File: config.mk
export PLATFORM = sky130hd
export DESIGN_NAME = mem_bus_if_flat
export DESIGN_NICKNAME = d
export VERILOG_FILES = /design/src/rtl/mem_bus_if_if.sv /design/src/rtl/mem_bus_if.sv /design/src/flat_wrapper.sv
export SDC_FILE = /design/constraint.sdc
export NUM_CORES = 1
export LEC_CHECK = 0
export ABC_AREA = 1
export CAP_MARGIN = 20
export CORE_ASPECT_RATIO = 0.75
export CORE_MARGIN = 10
export CORE_UTILIZATION = 38
export CTS_BUF_LIST = sky130_fd_sc_hd__clkbuf_16
export DETAILED_ROUTE_END_ITERATION = 16
export GPL_TIMING_DRIVEN = 0
export PLACE_DENSITY = 0.77
export SLEW_MARGIN = 20
export SYNTH_ARGS = -nofsm -noshare
export SYNTH_HDL_FRONTEND = slang
export SYNTH_SLANG_ARGS = --single-unit
File: constraint.sdc
create_clock -name clk -period 1.7 [get_ports clk]
set_input_delay 0.51 -clock clk [delete_from_list [all_inputs] [get_ports clk]]
set_output_delay 0.51 -clock clk [all_outputs]
set_load 0.005 [all_outputs]
File: src/rtl/mem_bus_if_if.sv
// MEM-side bus port between the memory controller (master) and the bus
// interface unit (slave). READ is rw = 1, WRITE is rw = 0.
interface simple_bus_io;
    logic [29:0] addr;
    logic        as_;
    logic        rw;
    logic [31:0] wr_data;
    logic [31:0] rd_data;

    modport master (output addr, output as_, output rw, output wr_data, input rd_data);
    modport slave  (input addr, input as_, input rw, input wr_data, output rd_data);
endinterface

File: src/rtl/mem_bus_if.sv
// Bus interface unit for the MEM stage: turns single-cycle core requests into
// arbitrated, handshaked system-bus transfers and captures read data.
module mem_bus_if (
    input  logic        clk,
    input  logic        reset_,
    simple_bus_io.slave core,
    input  logic        stall,
    input  logic        flush,
    output logic        busy,
    output logic        bus_req_,
    input  logic        bus_grnt_,
    output logic [29:0] bus_addr,
    output logic        bus_as_,
    output logic        bus_rw,
    output logic [31:0] bus_wr_data,
    input  logic [31:0] bus_rd_data,
    input  logic        bus_rdy_
);

    localparam logic READ  = 1'b1;
    localparam logic WRITE = 1'b0;

    typedef enum logic [1:0] {
        IDLE   = 2'd0,
        REQ    = 2'd1,
        ACCESS = 2'd2,
        STALL  = 2'd3
    } state_t;

    state_t      r_state;
    state_t      w_next_state;
    logic        r_bus_req_;
    logic        r_bus_as_;
    logic        r_bus_rw;
    logic [29:0] r_bus_addr;
    logic [31:0] r_bus_wr_data;
    logic [31:0] r_rd_buf;
    logic        w_busy;
    logic [31:0] w_rd_data;

    always_ff @(posedge clk or negedge reset_) begin
        if (!reset_) begin
            r_state <= IDLE;
        end else begin
            r_state <= w_next_state;
        end
    end

    always_comb begin
        w_next_state = r_state;
        w_busy       = 1'b0;
        w_rd_data    = r_rd_buf;
        case (r_state)
            IDLE: begin
                if (!core.as_ && !flush) begin
                    w_next_state = REQ;
                    w_busy       = 1'b1;
                end
            end
            REQ: begin
                w_busy = 1'b1;
                if (flush) begin
                    w_next_state = IDLE;
                end else if (!bus_grnt_) begin
                    w_next_state = ACCESS;
                end
            end
            ACCESS: begin
                // Completion cycle forwards slave data straight to the core.
                if (bus_rdy_) begin
                    w_busy = 1'b1;
                end else begin
                    w_rd_data    = bus_rd_data;
                    w_next_state = stall ? STALL : IDLE;
                end
            end
            STALL: begin
                if (!stall) begin
                    w_next_state = IDLE;
                end
            end
            default: begin
                w_next_state = IDLE;
            end
        endcase
    end

    always_ff @(posedge clk or negedge reset_) begin
        if (!reset_) begin
            r_bus_req_    <= 1'b1;
            r_bus_as_     <= 1'b1;
            r_bus_rw      <= READ;
            r_bus_addr    <= '0;
            r_bus_wr_data <= '0;
            r_rd_buf      <= '0;
        end else begin
            case (r_state)
                IDLE: begin
                    if (!core.as_ && !flush) begin
                        r_bus_req_    <= 1'b0;
                        r_bus_addr    <= core.addr;
                        r_bus_rw      <= core.rw;
                        r_bus_wr_data <= core.wr_data;
                    end
                end
                REQ: begin
                    if (flush) begin
                        r_bus_req_ <= 1'b1;
                    end else if (!bus_grnt_) begin
                        r_bus_as_ <= 1'b0;
                    end
                end
                ACCESS: begin
                    // Strobe is a single-cycle pulse; flush cannot cancel a started transfer.
                    r_bus_as_ <= 1'b1;
                    if (!bus_rdy_) begin
                        r_bus_req_    <= 1'b1;
                        r_bus_addr    <= '0;
                        r_bus_wr_data <= '0;
                        r_bus_rw      <= READ;
                        if (r_bus_rw == READ) begin
                            r_rd_buf <= bus_rd_data;
                        end
                    end
                end
                default: begin
                end
            endcase
        end
    end

    assign busy         = w_busy;
    assign core.rd_data = w_rd_data;
    assign bus_req_     = r_bus_req_;
    assign bus_as_      = r_bus_as_;
    assign bus_rw       = r_bus_rw;
    assign bus_addr     = r_bus_addr;
    assign bus_wr_data  = r_bus_wr_data;

endmodule

File: src/flat_wrapper.sv
// flat-port wrapper written by rule: the top's interface ports become plain ports
module mem_bus_if_flat 
  (clk, reset_, stall, flush, busy, bus_req_, bus_grnt_, bus_addr, bus_as_, bus_rw, bus_wr_data, bus_rd_data, bus_rdy_, core_addr, core_as_, core_rw, core_wr_data, core_rd_data);
  simple_bus_io core_i ();
  input  logic clk;
  input  logic reset_;
  input  logic stall;
  input  logic flush;
  output logic busy;
  output logic bus_req_;
  input  logic bus_grnt_;
  output logic [29:0] bus_addr;
  output logic bus_as_;
  output logic bus_rw;
  output logic [31:0] bus_wr_data;
  input  logic [31:0] bus_rd_data;
  input  logic bus_rdy_;
  input wire logic [$bits(core_i.addr)-1:0] core_addr;
  input wire logic [$bits(core_i.as_)-1:0] core_as_;
  input wire logic [$bits(core_i.rw)-1:0] core_rw;
  input wire logic [$bits(core_i.wr_data)-1:0] core_wr_data;
  output wire logic [$bits(core_i.rd_data)-1:0] core_rd_data;
  assign core_i.addr = core_addr;
  assign core_i.as_ = core_as_;
  assign core_i.rw = core_rw;
  assign core_i.wr_data = core_wr_data;
  assign core_rd_data = core_i.rd_data;
  mem_bus_if u_core (.clk(clk), .reset_(reset_), .core(core_i), .stall(stall), .flush(flush), .busy(busy), .bus_req_(bus_req_), .bus_grnt_(bus_grnt_), .bus_addr(bus_addr), .bus_as_(bus_as_), .bus_rw(bus_rw), .bus_wr_data(bus_wr_data), .bus_rd_data(bus_rd_data), .bus_rdy_(bus_rdy_));
endmodule
======== Word level (Yosys, flattened, before mapping) ========
Index checks and enable logic that the tools add are counted.
storage, ports and cells
  register bits after elaboration ......... 99
cells by class
  equal/unequal tests ..................... 10
  mux-type cells .......................... 27
  bitwise operators ....................... 1
  reduce and logical (&&, ||, !) cells .... 12
operators by type and width
  cell                                                   count
  2-to-1 mux 32 bit                                      4
  case mux 32 bit (2 select lines)                       1
  2-to-1 mux 30 bit                                      2
  case mux 30 bit (2 select lines)                       1
  2-to-1 mux 2 bit                                       6
  inequality test 2 bit, second input constant           5
  AND reduction 3 bit                                    3
  2-to-1 mux 1 bit                                       8
  case mux 2 bit (4 select lines)                        1
  AND reduction 4 bit                                    2
  case mux 1 bit (3 select lines)                        2
  equality test 2 bit, second input constant             2
  case mux 1 bit (2 select lines)                        2
  nonzero test 2 bit                                     2
  inequality test 3 bit, second input constant           1
  nonzero test 3 bit                                     1
  equality test 2 x 1 -> 1 bit, second input constant    1
  zero test 1 bit                                        2
  zero test 2 bit                                        1
  inequality test 2 x 1 -> 1 bit, second input constant  1
  logical AND 1 bit                                      1
  NOT 1 bit                                              1

======== Depth between registers and ports, before layout ========
Gate-level depths: netlist (run 1).
  depth in word-level cells ............... 4
  mapped depth ............................ 9
  mapped depth without buffers ............ 8

======== Worst setup path before layout (run 1) ========
No wires, ideal clock.
  path type ............................... register -> output
  start ................................... register u_core.r_state[0]
  end ..................................... output port core_rd_data[10]
  data arrival time ....................... 1,340 ps
  data required time ...................... 1,190 ps
  slack ................................... -150 ps
  stages on the path, launching flop included .. 9
  path through ............................ dfrtp_1 -> inv_1 -> ha_1 -> inv_2 -> nor2_2 -> inv_2 -> clkbuf_1 -> nand2_1 -> o21ai_0
on the way
  word-level cells in the longest chain between the ends .. 2
RTL lines
  element                 line                text
  start, declared         mem_bus_if.sv:30    state_t r_state;
  start signal, assigned  mem_bus_if.sv:45    r_state <= w_next_state;
  equality test 2 bit     mem_bus_if.sv:53    case (r_state)
  2-to-1 mux 32 bit       mem_bus_if.sv:53
  end, declared           flat_wrapper.sv:22  output wire logic [$bits(core_i.rd_data)-1:0] core_rd_data;
No other way between the ends.

======== Worst setup path after layout (run 1) ========
  start ................................... register u_core.r_state[0]
  end ..................................... output port core_rd_data[14]
Same word-level chain as after synthesis.

==> results.md, run 1 <==
- Diode count: 0
- Root Buffer: clkbuf_16
- Metal3 WL: 2.22 mm
- I/O pin count: 200
- Number of distinct library cells after synthesis: 19
- Final Max Tran Viols: 0
- Wire per inst: 16.7 um
- Fin crit period: 2300 ps
- Setup TNS: -30230 ps
- Hold Crit Class: in -> async
- Final worst slack: -603 ps
- Failing checks: negative setup slack
- Worst clock skew: 6.08 ps
- Final hold vios: 0
- Clk_lat worst skew: 340 ps
- First-pass GRT wire length: 23.9 mm
- Max VDD drop: 0.000854 V
- Yosys reg bits: 99
- CP startpoint kind: flip-flop
- CTS tree: built
- Total GRT Usage: 0.182
- Top Layer Used: met4
- Total CTS buffers: 9
- Final global-route overflow total: 0
- Initial DRC count: 207
- CORE AREA: 11500 um^2
- Die Wd: 145 um
- Initial Util: 0.385
- Gpl congestion: 0.827
- Post-synth net total: 641
- Setup CP Type: reg -> out
- I/O Buffers: 199
- RSZ-0062 raised after global routing: true
- Post-synthesis cell count: 532
- Worst-path fanout max: 10
- Final setup viols: 96
- Arrival time at the worst endpoint: 1790 ps
- Post-Place Cell Area: 6820 um^2
- Net count, final: 866
- Worst setup path start: u_core.r_state[0]
- Max-Cap Viols: 0
- R2r worst-path depth: 12
- Slew @ Worst Pin: 471 ps
- P_leak: 0.00366 uW
- Final ANT Viol Nets: 0
- Worst reg2reg startpoint: u_core.r_state[0]
- Register area share after synthesis: 0.561
- Cell area after synthesis: 4420 um^2
- Largest net degree at the start of global routing: 53
- Post-place setup slack: -960 ps
- Pwr/cell area: 1580 nW/um^2
- Critical Path RT: 1190 ps
- Status: finished, violations left
- Clock-pin slew on the worst setup and hold paths: 70 ps
- Drt total wl: 15.1 mm
- Vias in the first global route: 4656
- Hold-fix buffers, CTS: 0
- Final period util: 1.35
- Yosys warnings: 0
- Area growth from synthesis to layout: 61.3%
- Synthesized area per cell: 8.32 um^2
- First-pass detailed-route iteration total: 7
- DP HPWL: 11.6 mm
- Row count: 34
- Clock Path Buffers: 2
- Fmax: 434 MHz
- Slew HR: 0.686
- R2r setup slk: -260 ps
- CTS HTree Levels: 3
- Initial antenna violation count: 0
- Drt drc: 0
- Die area: 16400 um^2
- Clk sink count: 99
- CP endpoint kind: primary output
- Final instance area: 7140 um^2
- Vias per inst: 4.87
- Die Height: 113 um
- WHS: 104 ps
- WL met1: 5.66 mm
- RR Endpoint: u_core.bus_addr[14]
- Via count: 4409
- Layout cell share with drive strength beyond 1: 0.175
- WL met2: 6.95 mm
==> cell usage after synthesis (all sizes together) <==
master	n	share of area
dfstp	3	0.018
dfrtp	96	0.54
ha	7	0.020
nand3	5	0.0085
nor2	5	0.0048
clkbuf	18	0.015
inv	44	0.037
o21ai	130	0.15
a31oi	1	0.0014
buf	13	0.022
a21oi	2	0.0023
nand2	208	0.18
==> through the flow <==
| step | total power, uW | instances | utilization |
|---|---|---|---|
| global route | 12300 | 905 | 0.621 |
| CTS | 11300 | 899 | 0.617 |
| finish | 11300 | 905 | 0.621 |
| global placement | 9690 | 875 | 0.591 |
| floorplan | 6550 | 532 | - |
| detailed placement | 9910 | 876 | 0.594 |
==> kinds of logic after synthesis <==
| family | share of synthesized area |
|---|---|
| flops | 0.561 |
| fa+ha+maj | 0.0198 |
| simple gates | 0.191 |
| compound gates | 0.154 |
| buf+inv | 0.0744 |
==> critical path, stage by stage (launching register included) <==
cell           delay (ps)
dfrtp_1               390
inv_2                  90
ha_4                  150
inv_2                  50
nor2_4                130
inv_6                  80
clkbuf_8              180
o21ai_2               130
dlygate4sd2_1         250
==> layer usage <==
metal / vias up / GRT usage
met2: 189 / 0.293
met1: 2054 / 0.195
met4: 0 / 0.0524
met3: 20 / 0.113
li1: 2146 / -
met5: - / 0
==> cells in the final DEF (no fill, tap or decap), types with 2 or more instances in the layout <==
cell	synthesis	final
clkbuf_4	0	4
clkinvlp_4	0	3
ha_4	0	3
o21ai_2	4	35
clkbuf_8	0	3
buf_6	5	6
dlygate4sd2_1	0	78
o21ai_0	69	37
o21ai_1	57	57
clkbuf_1	18	3
dfstp_2	3	3
clkbuf_2	0	15
inv_2	3	3
inv_6	0	3
clkbuf_16	0	9
nand3_1	4	4
buf_4	0	13
clkdlybuf4s15_2	0	7
nand3_4	1	2
inv_1	41	40
a21oi_1	2	2
buf_2	8	11
clkdlybuf4s50_1	0	98
nor2_1	4	2
ha_1	7	3
nand2_1	206	206
dfrtp_1	96	95
nor2_2	1	2
buf_8	0	3
==> power by group <==
part / leakage, uW / switching (uW) / internal [uW]
registers: 0.00125 / 560 / 3450
logic: 0.00229 / 2790 / 2600
clock network: 0.000125 / 907 / 997
total: 0.00366 / 4250 / 7050
==> state kept, by name, summed over array words and instances, names as in the netlist <==
register,count
u_core.bus_req_,1
u_core.bus_rw,1
u_core.bus_wr_data,32
u_core.bus_addr,30
u_core.r_rd_buf,32
u_core.r_state,2
u_core.bus_as_,1
==> what timing repair did <==
action,in CTS,in global routing
endpoints found under the hold margin,0,0
gates cloned,0,1
pin swaps,2,2
gates resized for setup,145,36
setup endpoints to repair,161,96
buffers inserted,9,5
==> worst max path at each step <==
| stage | to | cells after the start | slack [ps] |
|---|---|---|---|
| detailed placement | core_rd_data[26] | 7 | -960 |
| floorplan | core_rd_data[10] | 7 | 20 |
| global placement | u_core.bus_wr_data[21] | 1 | -3460 |
| CTS | core_rd_data[19] | 9 | -620 |
| finish | core_rd_data[14] | 8 | -600 |
| global route | core_rd_data[8] | 9 | -680 |
==> layout make-up <==
type,count,area [um^2]
plain buffers,31,249
clock buffers,9,225
clock inverters,6,48.8
fillers,1001,4350
inverters,44,170
multi-input cells,359,1810
flip-flops and latches,99,2480
well taps,144,180
repair buffers,213,1970
(Power assumes the default switching activity.)
==> run 2: changes to the inputs <==
Settings changed: SKIP_CTS_REPAIR_TIMING from default to 1, SKIP_LAST_GASP from default to 1.
==> results.md, run 2 (synthesis gave the netlist of run 1 again) <==
- CTS tree: built
- I/O Buffers: 199
- Final period util: 1.35
- Gpl congestion: 0.827
- Status: finished, violations left
- Failing checks: negative setup slack
- Via count: 4325
- Largest net degree at the start of global routing: 53
- Slew @ Worst Pin: 470 ps
- Fmax: 437 MHz
- Final setup viols: 140
- CORE AREA: 11500 um^2
- Pwr/cell area: 1630 nW/um^2
- Max VDD drop: 0.000931 V
- Initial antenna violation count: 0
- P_leak: 0.00378 uW
- Layout cell share with drive strength beyond 1: 0.147
- Root Buffer: clkbuf_16
- Worst reg2reg startpoint: u_core.r_state[0]
- Setup CP Type: reg -> out
- Clk sink count: 99
- Clock Path Buffers: 2
- Critical Path RT: 1190 ps
- CTS HTree Levels: 3
- Worst setup path start: u_core.r_state[0]
- Vias in the first global route: 4576
- Final global-route overflow total: 0
- I/O pin count: 200
- Final hold vios: 0
- Total CTS buffers: 9
- Die area: 16400 um^2
- Worst-path fanout max: 10
- Drt total wl: 15.1 mm
- Most common cell after layout, fill and taps aside: nand2_1
- Final ANT Viol Nets: 0
- Hold Crit Class: in -> async
- Total GRT Usage: 0.180
- Arrival time at the worst endpoint: 1780 ps
- Post-Place Cell Area: 6820 um^2
- RSZ-0062 raised after global routing: true
- Initial DRC count: 228
- Clk_lat worst skew: 340 ps
- Drt drc: 0
- Area growth from synthesis to layout: 63.0%
- Diode count: 0
- Layout Cells excl Fill: 897
- CP endpoint kind: primary output
- Die Wd: 145 um
- Post-place setup slack: -960 ps
- DP HPWL: 11.6 mm
- Slew HR: 0.687
- Final instance area: 7210 um^2
- Clock-pin slew on the worst setup and hold paths: 70 ps
- First-pass GRT wire length: 23.7 mm
- Placed cell count: 876
- R2r setup slk: -130 ps
- Fin crit period: 2290 ps
- Initial Util: 0.385
- RR Endpoint: u_core.bus_addr[0]
- CP startpoint kind: flip-flop
- Net count, final: 858
- Max-Cap Viols: 0
- Worst clock skew: 7.23 ps
- Die Height: 113 um
- R2r worst-path depth: 8
- Wire per inst: 16.8 um
- Most frequent cells in the layout: nand2_1, clkdlybuf4s50_1, dfrtp_1
- Vias per inst: 4.82
- Row count: 34
- Setup TNS: -24480 ps
- First-pass detailed-route iteration total: 5
- Final core utilization: 0.628
- Final Max Tran Viols: 0
- Final worst slack: -589 ps
## run 2: worst max path at each step
stage | slack, ps | end | depth (start not counted)
final | -590 | core_rd_data[19] | 9
after global routing | -660 | core_rd_data[18] | 9
after CTS | -1010 | core_rd_data[21] | 8
after detailed placement | -960 | core_rd_data[26] | 7
after global placement | -3460 | u_core.bus_wr_data[21] | 1
after floorplan | 20 | core_rd_data[10] | 7
## run 2: power breakdown
| group | internal, uW | switching [uW] | total, uW |
|---|---|---|---|
| registers | 3460 | 604 | 4060 |
| logic | 3050 | 2700 | 5750 |
| clock network | 998 | 911 | 1910 |
## run 2: area by class of cell
type | count | area [um^2]
Buffer | 31 | 240
Clock buffer | 9 | 225
Clock inverter | 6 | 48.8
Fill cell | 949 | 4280
Inverter | 44 | 173
Multi-Input combinational cell | 358 | 1770
Sequential cell | 99 | 2480
Tap cell | 144 | 180
Timing Repair Buffer | 206 | 2090
## run 2: routing by layer
metal	part of all wire	vias to the layer above	GRT usage
li1	-	2125	-
met1	0.38	2026	0.197
met2	0.47	158	0.289
met3	0.14	16	0.112
met4	0.014	0	0.0450
met5	0	-	0
## run 2: critical path, cell delays in order (launching register included)
cell	delay, ps
dfrtp_2	440
inv_4	90
ha_4	140
inv_2	50
nor2_4	150
inv_6	80
clkbuf_8	170
nand2_1	90
o21ai_2	50
dlymetal6s2s_1	160
## run 2: through the flow
stage / hold slack, ps / total power [uW]
6_report: 106 / 11700
5_1_grt: 132 / 12700
4_1_cts: 114 / 11900
3_5_place_dp: 457 / 9910
3_3_place_gp: 452 / 9690
2_1_floorplan: 214 / 6550
==> run 3: changes to the inputs <==
--- a/config.mk
+++ b/config.mk
@@ -11,3 +11,3 @@
 export CORE_MARGIN = 10
-export CORE_UTILIZATION = 38
+export CORE_UTILIZATION = 42
 export CTS_BUF_LIST = sky130_fd_sc_hd__clkbuf_16
@@ -15,3 +15,3 @@
 export GPL_TIMING_DRIVEN = 0
-export PLACE_DENSITY = 0.77
+export PLACE_DENSITY = 0.81
 export SKIP_CTS_REPAIR_TIMING = 1
==> constraint.sdc (replaced) <==
create_clock -name clk -period 2.6 [get_ports clk]
set_input_delay 0.39 -clock clk [delete_from_list [all_inputs] [get_ports clk]]
set_output_delay 0.39 -clock clk [all_outputs]
set_load 0.005 [all_outputs]
==> results.md, run 3 (synthesis gave the netlist of run 1 again) <==
- Arrival time at the worst endpoint: 2190 ps
- Largest net degree at the start of global routing: 52
- Internal power: 4920 uW
- Wire per inst: 17.4 um
- Slew HR: 0.636
- Final global-route overflow total: 0
- Final worst slack: 22.5 ps
- Fin crit period: 2580 ps
- P_leak: 0.00376 uW
- Gpl congestion: 0.908
- Max-Cap Viols: 0
- Sw power: 2650 uW
- Worst clock skew: 4.88 ps
- Initial Util: 0.430
- CTS HTree Levels: 3
- Root Buffer: clkbuf_16
- Fmax: 388 MHz
- Max VDD drop: 0.000742 V
- CTS tree: built
- Drt drc: 0
- Die area: 15100 um^2
- Drt total wl: 15.4 mm
- Final Max Tran Viols: 0
- Slew @ Worst Pin: 546 ps
- Total CTS buffers: 9
- I/O Buffers: 199
- Clock power frac: 0.168
- Clock-pin slew on the worst setup and hold paths: 60 ps
- Total GRT Usage: 0.197
- Comb pwr share: 0.480
- RSZ-0062 raised after global routing: true
- Die Height: 109 um
- Pwr/cell area: 1070 nW/um^2
- Vias per inst: 4.88
- Final ANT Viol Nets: 0
- Switch share: 0.350
- CORE AREA: 10300 um^2
- First-pass detailed-route iteration total: 5
- Initial DRC count: 241
- Critical Path RT: 2210 ps
- Clk sink count: 99
- Most frequent cells in the layout: nand2_1, clkdlybuf4s50_1, dfrtp_1
- Via count: 4340
- WHS: -12.5 ps
- Final period util: 0.991
- Setup CP Type: reg -> out
- Vias in the first global route: 4633
- Hold Crit Class: in -> async
- First-pass GRT wire length: 24.3 mm
- Net count, final: 857
- Most common cell after layout, fill and taps aside: nand2_1
- Row count: 32
- Initial antenna violation count: 0
- Status: finished, violations left
- Worst-path fanout max: 10
- Final setup viols: 0
- Clk_lat worst skew: 340 ps
- # fillers: 802
- Clock Path Buffers: 2
- I/O pin count: 200
- Layout cell share with drive strength beyond 1: 0.0744
- Final core utilization: 0.687
- Area growth from synthesis to layout: 59.8%
- CP endpoint kind: primary output
- Failing checks: negative hold slack
- Diode count: 0
- Post-place setup slack: -147 ps
- Flop pwr share: 0.352
- CP startpoint kind: flip-flop
- Final hold vios: 8
- DP HPWL: 11.7 mm
- Total power: 7570 uW
- Die Wd: 139 um
-- run 3: per-stage QoR --
stage               hold slack, ps  TNS, ps  instances  cell area [um^2]
global placement               451  -238360        867              6590
CTS                          -1.12    -8230        884              6900
floorplan                     94.4        0        532              4420
finish                       -12.5        0        889              7070
global route                  22.4     -164        889              7070
detailed placement             358    -1120        868              6620
-- run 3: cell type report --
cell class,count,area (um^2),share of cell area
Timing Repair inverter,1,7.51,0.00106
Clock buffer,9,225,0.0318
Multi-Input combinational cell,358,1640,0.232
Tap cell,136,170,0.0241
Sequential cell,99,2480,0.351
Buffer,31,184,0.0260
Clock inverter,7,56.3,0.00796
Timing Repair Buffer,204,2140,0.302
Inverter,44,168,0.0237
-- run 3: worst max-delay path: stages (launching register included) --
cell and delay (ps):
dfrtp_2 440, inv_4 90, ha_4 140, inv_2 50, nor2_4 160, inv_2 90, buf_4 180, o21ai_1 170
clkdlybuf4s50_1 540
-- run 3: path summary, 6_finish.rpt --
check | start | end | slack (ps) | depth (start not counted)
max reg2reg | u_core.r_state[1] | u_core.bus_addr[12] | 770 | 7
max in group asynchronous | reset_ | u_core.bus_rw | 1960 | 2
min reg2reg | u_core.bus_req_ | u_core.bus_req_ | 460 | 2
min | reset_ | u_core.r_rd_buf[24] | -10 | 1
min in group clk | u_core.bus_req_ | u_core.bus_req_ | 460 | 2
max | u_core.r_state[0] | core_rd_data[14] | 20 | 8
-- run 3: power groups by stage --
| stage | logic, uW | registers [uW] | clock network, uW |
|---|---|---|---|
| floorplan | 1490 | 2650 | 0 |
| global placement | 3540 | 2640 | 0 |
| detailed placement | 3650 | 2670 | 0 |
| CTS | 3670 | 2660 | 1300 |
| global route | 4070 | 2740 | 1360 |
| finish | 3640 | 2670 | 1270 |
-- run 3: routing by layer --
| metal | part of all wire | up-vias | global-route usage |
|---|---|---|---|
| li1 | - | 2108 | - |
| met1 | 0.39 | 2026 | 0.216 |
| met2 | 0.47 | 190 | 0.319 |
| met3 | 0.13 | 16 | 0.122 |
| met4 | 0.011 | 0 | 0.0473 |
| met5 | 0 | - | 0 |
==> edit (flow settings as in run 1) <==
Make the reset (`reset_`) synchronous in 2 clocked blocks.
--- a/src/rtl/mem_bus_if.sv
+++ b/src/rtl/mem_bus_if.sv
@@ -40,3 +40,3 @@
 
-    always_ff @(posedge clk or negedge reset_) begin
+    always_ff @(posedge clk) begin
         if (!reset_) begin
@@ -87,3 +87,3 @@
 
-    always_ff @(posedge clk or negedge reset_) begin
+    always_ff @(posedge clk) begin
         if (!reset_) begin
Formal check against the unedited RTL: differs if reset_ is asserted again (counterexample within 4 cycles, from zero or initial values and one cycle with reset_ low); with reset_ held inactive, the same outputs for 4 cycles.
==> edit against run 1 <==
Synthesized area is 1.3% higher; routed wire length is 6.7% higher; the flow still finishes with violations (setup timing); critical path type unchanged; via count is 11% higher; worst setup slack better by 0.10 ns; design area is 4.5% higher; power is 8.3% higher; maximum frequency is 4.6% higher; sequential cell count stayed put; sequential power is 17% lower.
==> edit: results (changes against run 1) <==
[setup_path]
cpMaxStageDelayCell = dfxtp_4  ; was dfrtp_1
critPathCapture = core_rd_data[24]  ; was core_rd_data[14]
cp.arrival_ns = 1.69  ; was 1.79 ns
r2r_end = u_core.bus_addr[21]$_SDFFE_PN0P_  ; was u_core.bus_addr[14]$_DFFE_PN0P_
rrSetupSlack_ns = -0.06  ; was -0.26 ns
crit_path_max_incr_delay_ns = 0.35  ; was 0.39 ns

[status]
status = finished, violations left  ; unchanged
violations = setup timing  ; unchanged

[routing]
drtPass1Iterations = 5  ; was 7
drtIter0Drc = 299  ; was 207
drt-total-wl_um = 16100  ; was 15100 um

[finish]
multi_input_comb_area_sq_um = 2150  ; was 1810 sq um
multi_input_cells = 425  ; was 359
nonClkBufAreaFrac = 0.324  ; was 0.310
final_util = 0.644  ; was 0.621
buffers_excl_clock = 264  ; was 244

[timing]
tns_ns = -16.14  ; was -30.23 ns
max_slew_margin = 0.593  ; was 0.686
fin_ws_ns = -0.500  ; was -0.603 ns
setup_viol = 85  ; was 96

[placement]
detailed_place.area_sq_um = 6690  ; was 6820 sq um
place_congestion = 0.851  ; was 0.827
place_ws_ns = -1.06  ; was -0.960 ns
place_hpwl_um = 11600  ; about the same

[logic_synthesis]
async_flop_share = 0  ; was 1.00
synth_flop_cell = dfxtp_1  ; was dfrtp_1
synth.top_cells.by_count = nand2_1 (174), inv_1 (101), dfxtp_1 (99)  ; was nand2_1 (206), dfrtp_1 (96), o21ai_0 (69)
synth_fp_nets = 780  ; was 641

[global_routing]
grt_max_degree = 17  ; was 53
grtUsageMet3 = 0.0491  ; was 0.113
grt_pass1_vias = 4445  ; was 4656
use_met2 = 0.290  ; was 0.293

[power]
pg_clk_w = 0.00203  ; was 0.00190 W
p_per_area_nw_per_um2 = 1640  ; was 1580 nW/um^2

[clocking]
post_cts_resized = 248  ; was 145

[die]
core_sq_um = 11600  ; was 11500 sq um

edit: changes by cell type after synthesis, moves of 3 or more:
cell      before  now
o21ai_2        4    1
buf_2          8   12
dfrtp_1       96    0
o21ai_1       57    0
a21oi_1        2   95
o21ai_0       69   63
clkbuf_1      18   24
nor2_1         4   74
dfstp_2        3    0
dfxtp_1        0   99
inv_1         41  101
nand2_1      206  174
edit: stage by stage:
stage | hold slack (ns) | instances
2_1_floorplan | 0.429 | 671
3_3_place_gp | 0.440 | 1031
3_5_place_dp | 0.447 | 1031
4_1_cts | 0.457 | 1062
5_1_grt | 0.470 | 1069
6_report | 0.452 | 1069
edit: layer usage:
metal  share of wire  routed length, um
met4           0.010                168
met1            0.46               7480
met3           0.063               1020
met5               0                  0
met2            0.46               7450
edit: kinds of logic after synthesis:
kind of cell | share of synthesized area
AND/OR/NAND/NOR | 0.217
AO/OA/AOI/OAI | 0.186
buffers and inverters | 0.136
flip-flops | 0.442
adder cells (fa/ha/maj) | 0.0195
